$ cat src/rtl/clock_ctrl_pkg.sv
// Shared types and constants for the breadboard CPU clock controller.
// The state encoding is visible on o_state and must not be reordered.
package clock_ctrl_pkg;

  typedef enum logic [1:0] {
    HALT       = 2'd0,
    STEP_CYCLE = 2'd1,
    STEP_INSTR = 2'd2,
    RUN        = 2'd3
  } state_t;

  localparam int DEBOUNCE_CYCLES_5MHZ = 50000;

  // Where a press in HALT leads, chosen by the mode switches.
  function automatic state_t haltExitState(input logic stepNRun, input logic instrNCycle);
    if (!stepNRun) return RUN;
    if (!instrNCycle) return STEP_CYCLE;
    return STEP_INSTR;
  endfunction

endpackage

$ cat src/rtl/btn_debounce.sv
// Button conditioner: synchronizer, saturating stability counter and a
// one-cycle press pulse on the accepted 0->1 transition.
module btn_debounce #(
  parameter int DEBOUNCE_CYCLES = 50000,
  parameter int SYNC_STAGES     = 2
) (
  input  logic i_oszClk,
  input  logic i_reset,
  input  logic i_btn,
  output logic o_level,
  output logic o_press
);

  localparam int CNT_W = $clog2(DEBOUNCE_CYCLES + 1);
  localparam logic [CNT_W-1:0] CNT_MAX    = CNT_W'(DEBOUNCE_CYCLES);
  localparam logic [CNT_W-1:0] CNT_ACCEPT = CNT_W'(DEBOUNCE_CYCLES - 1);

  logic [SYNC_STAGES-1:0] syncFf;
  logic                   syncLast;
  logic                   syncLevel;
  logic [CNT_W-1:0]       stableCnt;

  assign syncLevel = syncFf[SYNC_STAGES-1];

  always_ff @(posedge i_oszClk) begin
    if (i_reset) begin
      syncFf    <= '0;
      syncLast  <= 1'b0;
      stableCnt <= '0;
      o_level   <= 1'b0;
      o_press   <= 1'b0;
    end else begin
      syncFf[0] <= i_btn;
      for (int i = 1; i < SYNC_STAGES; i++) syncFf[i] <= syncFf[i-1];
      syncLast <= syncLevel;
      o_press  <= 1'b0;
      if (syncLevel != syncLast) begin
        stableCnt <= '0;
      end else if (stableCnt != CNT_MAX) begin
        stableCnt <= stableCnt + CNT_W'(1);
        // The level is taken on the same edge the counter reaches its limit.
        if (stableCnt == CNT_ACCEPT && o_level != syncLevel) begin
          o_level <= syncLevel;
          o_press <= syncLevel;
        end
      end
    end
  end

endmodule

$ cat src/rtl/clock_step_ctrl.sv
// Operator clock control for the breadboard CPU: run, cycle step,
// instruction step and breakpoint halt, gating the datapath clock enable.
//
// state      | meaning
// HALT       | datapath frozen, waiting for a step press
// STEP_CYCLE | one enabled cycle, then HALT
// STEP_INSTR | enabled until the current instruction ends, then HALT
// RUN        | free running until breakpoint or a switch/press to step
module clock_step_ctrl
  import clock_ctrl_pkg::*;
#(
  parameter int DEBOUNCE_CYCLES = DEBOUNCE_CYCLES_5MHZ,
  parameter int SYNC_STAGES     = 2
) (
  input  logic        i_oszClk,
  input  logic        i_reset,
  input  logic        i_btnStep,
  input  logic        i_swStepNRun,
  input  logic        i_swInstrNCycle,
  input  logic        i_swEnableBreakpoint,
  input  logic [15:0] i_breakpointAddress,
  input  logic [15:0] i_pc,
  input  logic        i_instrEnd,
  output logic        o_cpuClkEn,
  output logic        o_halted,
  output logic [1:0]  o_state
);

  state_t state;
  logic   press;
  logic   unusedBtnLevel;
  logic   bpArm;
  logic   bpHit;
  logic   boundary;

  btn_debounce #(
    .DEBOUNCE_CYCLES(DEBOUNCE_CYCLES),
    .SYNC_STAGES    (SYNC_STAGES)
  ) uStepDebounce (
    .i_oszClk(i_oszClk),
    .i_reset (i_reset),
    .i_btn   (i_btnStep),
    .o_level (unusedBtnLevel),
    .o_press (press)
  );

  assign bpHit = i_swEnableBreakpoint & bpArm & (i_pc == i_breakpointAddress);

  // A breakpoint hit suppresses the enable in the very cycle it is seen,
  // so the breakpoint instruction never starts.
  always_comb begin
    o_cpuClkEn = 1'b0;
    case (state)
      HALT:       o_cpuClkEn = 1'b0;
      STEP_CYCLE: o_cpuClkEn = 1'b1;
      STEP_INSTR: o_cpuClkEn = 1'b1;
      RUN:        o_cpuClkEn = ~bpHit;
      default:    o_cpuClkEn = 1'b0;
    endcase
  end

  assign boundary = o_cpuClkEn & i_instrEnd;
  assign o_halted = (state == HALT);
  assign o_state  = state;

  always_ff @(posedge i_oszClk) begin
    if (i_reset) begin
      state <= HALT;
      bpArm <= 1'b0;
    end else begin
      case (state)
        HALT: begin
          if (press) begin
            state <= haltExitState(i_swStepNRun, i_swInstrNCycle);
            // Disarm so resuming at the breakpoint PC executes it.
            if (!i_swStepNRun) bpArm <= 1'b0;
          end
        end
        STEP_CYCLE: state <= HALT;
        STEP_INSTR: begin
          if (boundary) state <= HALT;
        end
        RUN: begin
          if (boundary) bpArm <= 1'b1;
          if (bpHit) begin
            state <= HALT;
          end else if (press || i_swStepNRun) begin
            state <= STEP_INSTR;
          end
        end
        default: state <= HALT;
      endcase
    end
  end

endmodule

$ cat config.mk
export PLATFORM = sky130hd
export DESIGN_NAME = clock_step_ctrl
export DESIGN_NICKNAME = d
export VERILOG_FILES = /design/src/rtl/clock_ctrl_pkg.sv /design/src/rtl/btn_debounce.sv /design/src/rtl/clock_step_ctrl.sv
export SDC_FILE = /design/constraint.sdc
export NUM_CORES = 1
export LEC_CHECK = 0
export CAP_MARGIN = 0
export CORE_MARGIN = 2
export CORE_UTILIZATION = 40
export CTS_BUF_LIST = sky130_fd_sc_hd__clkbuf_4 sky130_fd_sc_hd__clkbuf_8
export DETAILED_ROUTE_END_ITERATION = 12
export PLACE_DENSITY = 0.7
export RECOVER_POWER = 25
export SLEW_MARGIN = 20
export SYNTH_ARGS = -nofsm -noshare
export SYNTH_HDL_FRONTEND = slang
export SYNTH_SLANG_ARGS = --single-unit
$ cat constraint.sdc
create_clock -name i_oszClk -period 2.4 [get_ports i_oszClk]
set_input_delay 0.48 -clock i_oszClk [delete_from_list [all_inputs] [get_ports i_oszClk]]
set_output_delay 0.48 -clock i_oszClk [all_outputs]
set_load 0.02 [all_outputs]
### Word-level counts from Yosys, hierarchy flattened

Index checks and enable logic that the tools add are counted.

| cells by class | value |
|---|---|
| add/sub/neg operators | 1 |
| multipliers | 0 |
| div/mod/pow operators | 0 |
| magnitude comparators | 0 |
| eq/ne operators | 13 |
| shift operators | 0 |
| muxes and demuxes | 23 |
| bitwise gates (word level) | 7 |
| reductions and logical operators | 10 |

Operators by type and width:

| cell | number |
|---|---|
| 16-bit by 1-bit adder with 16-bit output (second input constant) | 1 |
| 16-bit equality test | 1 |
| 16-bit equality test (second input constant) | 1 |
| 2-bit two-way mux | 8 |
| 16-bit != test (second input constant) | 1 |
| 1-bit two-way mux | 12 |
| 2-bit case mux with 4 select lines | 1 |
| 2-bit != test (second input constant) | 3 |
| 3-bit AND reduction | 2 |
| 2-bit equality test (second input constant) | 2 |
| 1-bit NOT | 4 |
| 4-bit AND reduction | 1 |
| 2-bit OR reduction | 2 |
| 4-bit OR reduction | 1 |
| 1-bit AND | 3 |
| 3-bit != test (second input constant) | 1 |
| 1-bit case mux with 3 select lines | 1 |
| 2-bit by 1-bit equality test with 1-bit output (second input constant) | 1 |
| 2-bit logical NOT | 1 |
| 1-bit != test | 2 |
| 2-bit by 1-bit != test with 1-bit output (second input constant) | 1 |
| 1-bit case mux with 2 select lines | 1 |
| 2-bit nonzero test | 1 |
| 1-bit logical AND | 1 |
| 1-bit logical OR | 1 |

| word-level totals | value |
|---|---|
| flip-flop bits (word level) | 24 |
| bits in latches | 0 |
| RAM bits | 0 |
| ROM bits | 0 |
| input port bits | 39 |
| output and inout port bits | 4 |
| logic and storage cells | 61 |
| memories kept | 0 |

### Logic depth before layout (Yosys ltp)

| depth | value |
|---|---|
| word-level depth | 12 |
| depth in mapped cells | 8 |
| depth with buffers taken out | 8 |

### Modules after synthesis

Synthesis repeated with hierarchy kept, for this count alone.

| second synthesis, totals | value |
|---|---|
| cell total of the unflattened synthesis | 164 |
| area total of the unflattened synthesis | 1421.4 um2 |

By module, submodules not included:

| module | instances | cells each | area an instance (um2) | seq. area each (um2) |
|---|---|---|---|---|
| btn_debounce | 1 | 109 | 977.2 | 420.4 |
| clock_step_ctrl | 1 | 55 | 444.2 | 60.1 |

### Worst setup path after synthesis

Ideal clock, no wire load.

| path | value |
|---|---|
| path type | register to register |
| start point | reg state[0] (netlist: o_state[0]) |
| end point | reg state[0] (netlist: o_state[0]) |
| setup time | 0.121 ns |
| arrival time | 1.811 ns |
| data required time | 2.279 ns |
| setup slack | 0.467 ns |
| stages on the path, launching flop included | 9 |
| path buffers | 0 |
| period minus slack after synthesis | 1.933 ns |
| cells stage by stage | dfxtp_1 > inv_1 > ha_1 > nand3b_1 > inv_1 > o31ai_1 > o2111a_1 > a211o_1 > mux2_4 |

| between the ends | value |
|---|---|
| cells in the longest elaborated chain, start to end | 6 |
| elaborated cells between the ends (all ways) | 12 |
| classes of those cells | 6 x eq/ne; 2 x mux; 1 x bitwise; 3 x reduce/logical |

Ends and longest elaborated chain:

| item | RTL line | RTL |
|---|---|---|
| start: declaration | clock_step_ctrl.sv:29 | `state_t state;` |
| start signal: assignment | clock_step_ctrl.sv:74 | `state <= haltExitState(i_swStepNRun, i_swInstrNCycle);` |
| 2-bit equality test / 2-bit by 1-bit equality test with 1-bit output (equally long branches) | clock_step_ctrl.sv:53, clock_step_ctrl.sv:71 |  |
| 2-bit OR reduction (no line) | n/a |  |
| 1-bit case mux with 3 select lines | clock_step_ctrl.sv:53 | `case (state)` |
| 1-bit AND | clock_step_ctrl.sv:62 | `assign boundary = o_cpuClkEn & i_instrEnd;` |
| 2-bit != test (no line) | n/a |  |
| 3-bit AND reduction (no line) | n/a |  |

Parallel ways exist; a longest one is shown, timed or not.
A chain may end at the register's enable or synchronous reset.

### Final worst setup path

| path | value |
|---|---|
| start point | in i_breakpointAddress[4] |
| end point | out o_cpuClkEn |

| between the ends | value |
|---|---|
| cells in the longest elaborated chain, start to end | 4 |

Ends and longest elaborated chain:

| item | RTL line | RTL |
|---|---|---|
| start: declaration | clock_step_ctrl.sv:21 | `input logic [15:0] i_breakpointAddress,` |
| 16-bit equality test | clock_step_ctrl.sv:47 | `assign bpHit = i_swEnableBreakpoint & bpArm & (i_pc == i_breakpointAddress);` |
| 1-bit AND | clock_step_ctrl.sv:47 |  |
| 1-bit NOT | clock_step_ctrl.sv:57 | `RUN: o_cpuClkEn = ~bpHit;` |
| 1-bit case mux with 3 select lines | clock_step_ctrl.sv:53 |  |
| end: declaration | clock_step_ctrl.sv:24 | `output logic o_cpuClkEn,` |

No other way between the ends.

==> results.md <==
- Status: completed
- Normalized max-slew margin: 0.681
- Worst VDD drop: 0.421 mV
- Placeable core region: 3310 µm²
- Standard cell area after detailed placement: 1890 µm²
- Proportion of register bits with asynchronous set or reset after synthesis: 0
- Final hold viol count: 0
- Crit share post-route: 0.974
- Antenna violations before repair: 0
- Clock Sink Count: 24
- Total standard cell area after synthesis: about 1400 µm²
- NetSw: about 250 µW
- Part of the power in the clock network: 0.226
- Leakage dissipation: roughly 0.85 nW
- Mean number of vias per cell: 4.90
- Root buffer cell: sky130_fd_sc_hd__clkbuf_4
- Setup-violating endpoint count in the final report: 0
- Cell count of the worst hold path: 1
- Count of pins over their slew limit: 0
- Combined area of the multi-input logic cells: 850 µm²
- Number of warnings reported in the yosys synthesis log: 0
- Launching element of the worst setup path: i_breakpointAddress[4]
- Area growth from synthesis to layout: 45.8%
- Placement-stage worst setup slack: -0.389 ns
- Transition time of the tightest slew-check pin: 0.479 ns
- Layer with the highest usage: met2
- Die Width: 62.5 µm
- Number of DRC markers in iteration 0: 38
- Number of vias after detailed routing: 1,274
- Worst r2r path cells: 8
- Post-detail-place hpwl: 2.43 mm
- Per-instance average area after synthesis: 8.56 µm²
- TritonCTS clock tree: done
- Capture point of the critical path: o_cpuClkEn
- Prevailing post-synth register cell: sky130_fd_sc_hd__dfxtp_1
- Register bit count reported by yosys: 24
- Largest clock skew in the final design: between 0.005 and 0.006 ns
- Number of buffers inserted by port buffering: 42
- Share of cells above drive strength 1: 0.117
- Routing usage on met3: 0.0360
- Clock slew seen by the registers of the worst setup and hold paths: 0.12 ns
- Sum of negative setup slack: 0 ns
- Most used cells in the layout excluding fill and tap cells: sky130_fd_sc_hd__dfxtp_1, sky130_fd_sc_hd__clkdlybuf4s50_1, sky130_fd_sc_hd__nor2_1
- Source-to-sink clock delay at the later pin of the worst-skew pair: 0.31 ns
- ANT nets after route: 0
- Die Area: a little under 4000 µm²
- Library cells used by synthesis: 37
- Net Sw Frac: 0.271
- Upper clock frequency limit: 0.428 GHz
- Global-route wire length before repair: about 5.3 mm
- Setup WS post-layout: around 0.063 ns
- Met1 usage in global routing: 0.198
- Number of detailed-route iterations in the first pass: 4
- Site row count: 21
- Die Y: 62.5 µm
- DRC violations left: 0
- Starting density of the core: 0.414
- Number of levels the H-tree was split into: 1
- Number of nets produced by synthesis: 205
- Via count of the first global-routing pass: around 1.2k
- Area share of the largest cell type after synthesis: 0.351
- Minimum period implied by the final worst setup slack: around 2.3 ns
- Worst R2R Setup Slack: 0.44 ns
- Final #Nets: 260
- Cell types with the largest area share after synthesis: sky130_fd_sc_hd__dfxtp_1, sky130_fd_sc_hd__xnor2_1, sky130_fd_sc_hd__nor2_1, sky130_fd_sc_hd__ha_1, sky130_fd_sc_hd__xor2_1
- Largest net degree at the start of global routing: 17
- Buffers from clock root to sink, at most: 2
- Finished Core Util: 0.604
- Critical path arrival: 1.86 ns
- CTS Buf Count: 3
- GPL Wtd Cong: 0.937
- Met2 GRT Util: 0.285
- Power density of the placed cells: 453 nW/µm²
- Cell Int Power: 660 µW
- Number of placed I/O pins: 43
- Design Area, Final: 2000 µm²
- Data required time at the worst endpoint: 1.92 ns
- Final Routed Wirelength: about 3.2 mm
- WL per Instance: approximately 12 µm
- Post-CTS Hold Fix Bufs: 0
- Post-synth EDFFs: 0
- Max Cap Violations: 0
- Startpoint of the worst-slack reg-to-reg timing path: o_state[1]
- HP Class: flop to flop
- Startpoint-to-endpoint class of the critical path: input pin to output port
- GRT Util Overall: 0.164
- Mapped Cells: 160
- Cell type with the highest aggregate area in the netlist: sky130_fd_sc_hd__dfxtp_1
- Area of all sequential standard cells: slightly below 500 µm²
- Sequential cell area fraction in the yosys report: 0.351
- Antenna cell count: 0
- Worst R2R End: o_state[0]
- Nature of the critical path endpoint: output port
- Share of power burned in combinational logic: 0.305
- Largest fanout on the critical path: 2
- GR Overflow Total: 0
- Critical path launch point type: input pin
- Filler Cell Count: 303
- Portion of total power attributed to sequential cells: 0.469
-- kinds of logic after synthesis --
kind of cell / after synthesis / synth area share
AO/OA/AOI/OAI: 18 / 0.0868
XOR/XNOR: 28 / 0.179
adder cells (fa/ha/maj): 6 / 0.0548
buffers and inverters: 13 / 0.0356
flip-flops: 24 / 0.351
multiplexers: 5 / 0.0420
AND/OR/NAND/NOR: 66 / 0.251
-- per-stage QoR --
stage | total power [mW] | hold WS, ns | instances
2_1_floorplan | 0.572 | 0.414 | 160
3_3_place_gp | 0.701 | 0.418 | 252
3_5_place_dp | 0.706 | 0.422 | 252
4_1_cts | 0.916 | 0.452 | 258
5_1_grt | 0.957 | 0.470 | 260
6_report | 0.905 | 0.447 | 260
-- sequential cells by signal (all words and copies together) (netlist names) --
name and count:
o_state 2, uStepDebounce.syncLast 1, uStepDebounce.syncFf 2, bpArm 1, uStepDebounce.o_press 1, uStepDebounce.stableCnt 16, uStepDebounce.o_level 1
-- what timing repair did --
item | CTS | global route
endpoints found under the setup margin | 1 | 1
hold endpoints to repair | 0 | 0
pin swaps | 3 | 13
setup buffers | 2 | 2
gates resized for setup | 5 | 18
-- worst max-delay path: stages --
cell and delay, ns:
sky130_fd_sc_hd__clkdlybuf4s50_1 0.47, sky130_fd_sc_hd__xnor2_1 0.12, sky130_fd_sc_hd__nand4_1 0.14, sky130_fd_sc_hd__nor3_2 0.20
sky130_fd_sc_hd__a21oi_2 0.10, sky130_fd_sc_hd__nor2_1 0.12, sky130_fd_sc_hd__nor2_1 0.06, sky130_fd_sc_hd__buf_4 0.16
-- layer usage --
metal,vias up,share of wire
li1,650,-
met1,585,0.43
met2,35,0.50
met3,4,0.053
met4,0,0.013
met5,-,0
-- Yosys cell counts (2+ instances only) --
cell / number
sky130_fd_sc_hd__or2_2: 2
sky130_fd_sc_hd__clkbuf_1: 2
sky130_fd_sc_hd__xor2_1: 8
sky130_fd_sc_hd__xnor2_1: 20
sky130_fd_sc_hd__nor2_1: 23
sky130_fd_sc_hd__nor2b_1: 3
sky130_fd_sc_hd__a211oi_1: 2
sky130_fd_sc_hd__a21oi_1: 5
sky130_fd_sc_hd__nand3_1: 9
sky130_fd_sc_hd__mux2_2: 2
sky130_fd_sc_hd__nand4_1: 5
sky130_fd_sc_hd__inv_1: 11
sky130_fd_sc_hd__o21ai_0: 4
sky130_fd_sc_hd__dfxtp_1: 24
sky130_fd_sc_hd__ha_1: 6
sky130_fd_sc_hd__nand3b_1: 2
sky130_fd_sc_hd__nor3_1: 2
sky130_fd_sc_hd__mux2i_1: 2
sky130_fd_sc_hd__nand2_1: 9
sky130_fd_sc_hd__or3_1: 2
-- power by group through the flow --
| stage | Clock [mW] | Combinational (mW) | Sequential, mW |
|---|---|---|---|
| 5_1_grt | 0.231 | 0.298 | 0.428 |
| 2_1_floorplan | 0 | 0.133 | 0.439 |
| 4_1_cts | 0.216 | 0.276 | 0.425 |
| 3_5_place_dp | 0 | 0.272 | 0.434 |
| 6_report | 0.205 | 0.276 | 0.425 |
| 3_3_place_gp | 0 | 0.268 | 0.433 |
-- cell type report --
class	count	share of cell area
repair buffers	52	0.267
multi-input cells	123	0.425
clock buffers	4	0.0182
inverters	11	0.0207
flip-flops and latches	24	0.240
well taps	46	0.0288
-- how the worst min path moves through the flow --
stage | startpoint | to | slack (ns)
6_report | uStepDebounce.syncFf[0] | uStepDebounce.syncFf[1] | 0.45
3_3_place_gp | uStepDebounce.syncFf[0] | uStepDebounce.syncFf[1] | 0.42
2_1_floorplan | uStepDebounce.syncFf[0] | uStepDebounce.syncFf[1] | 0.41
3_5_place_dp | uStepDebounce.syncFf[0] | uStepDebounce.syncFf[1] | 0.42
4_1_cts | uStepDebounce.syncFf[0] | uStepDebounce.syncFf[1] | 0.45
5_1_grt | uStepDebounce.syncFf[0] | uStepDebounce.syncFf[1] | 0.47
(Power assumes the default switching activity.)
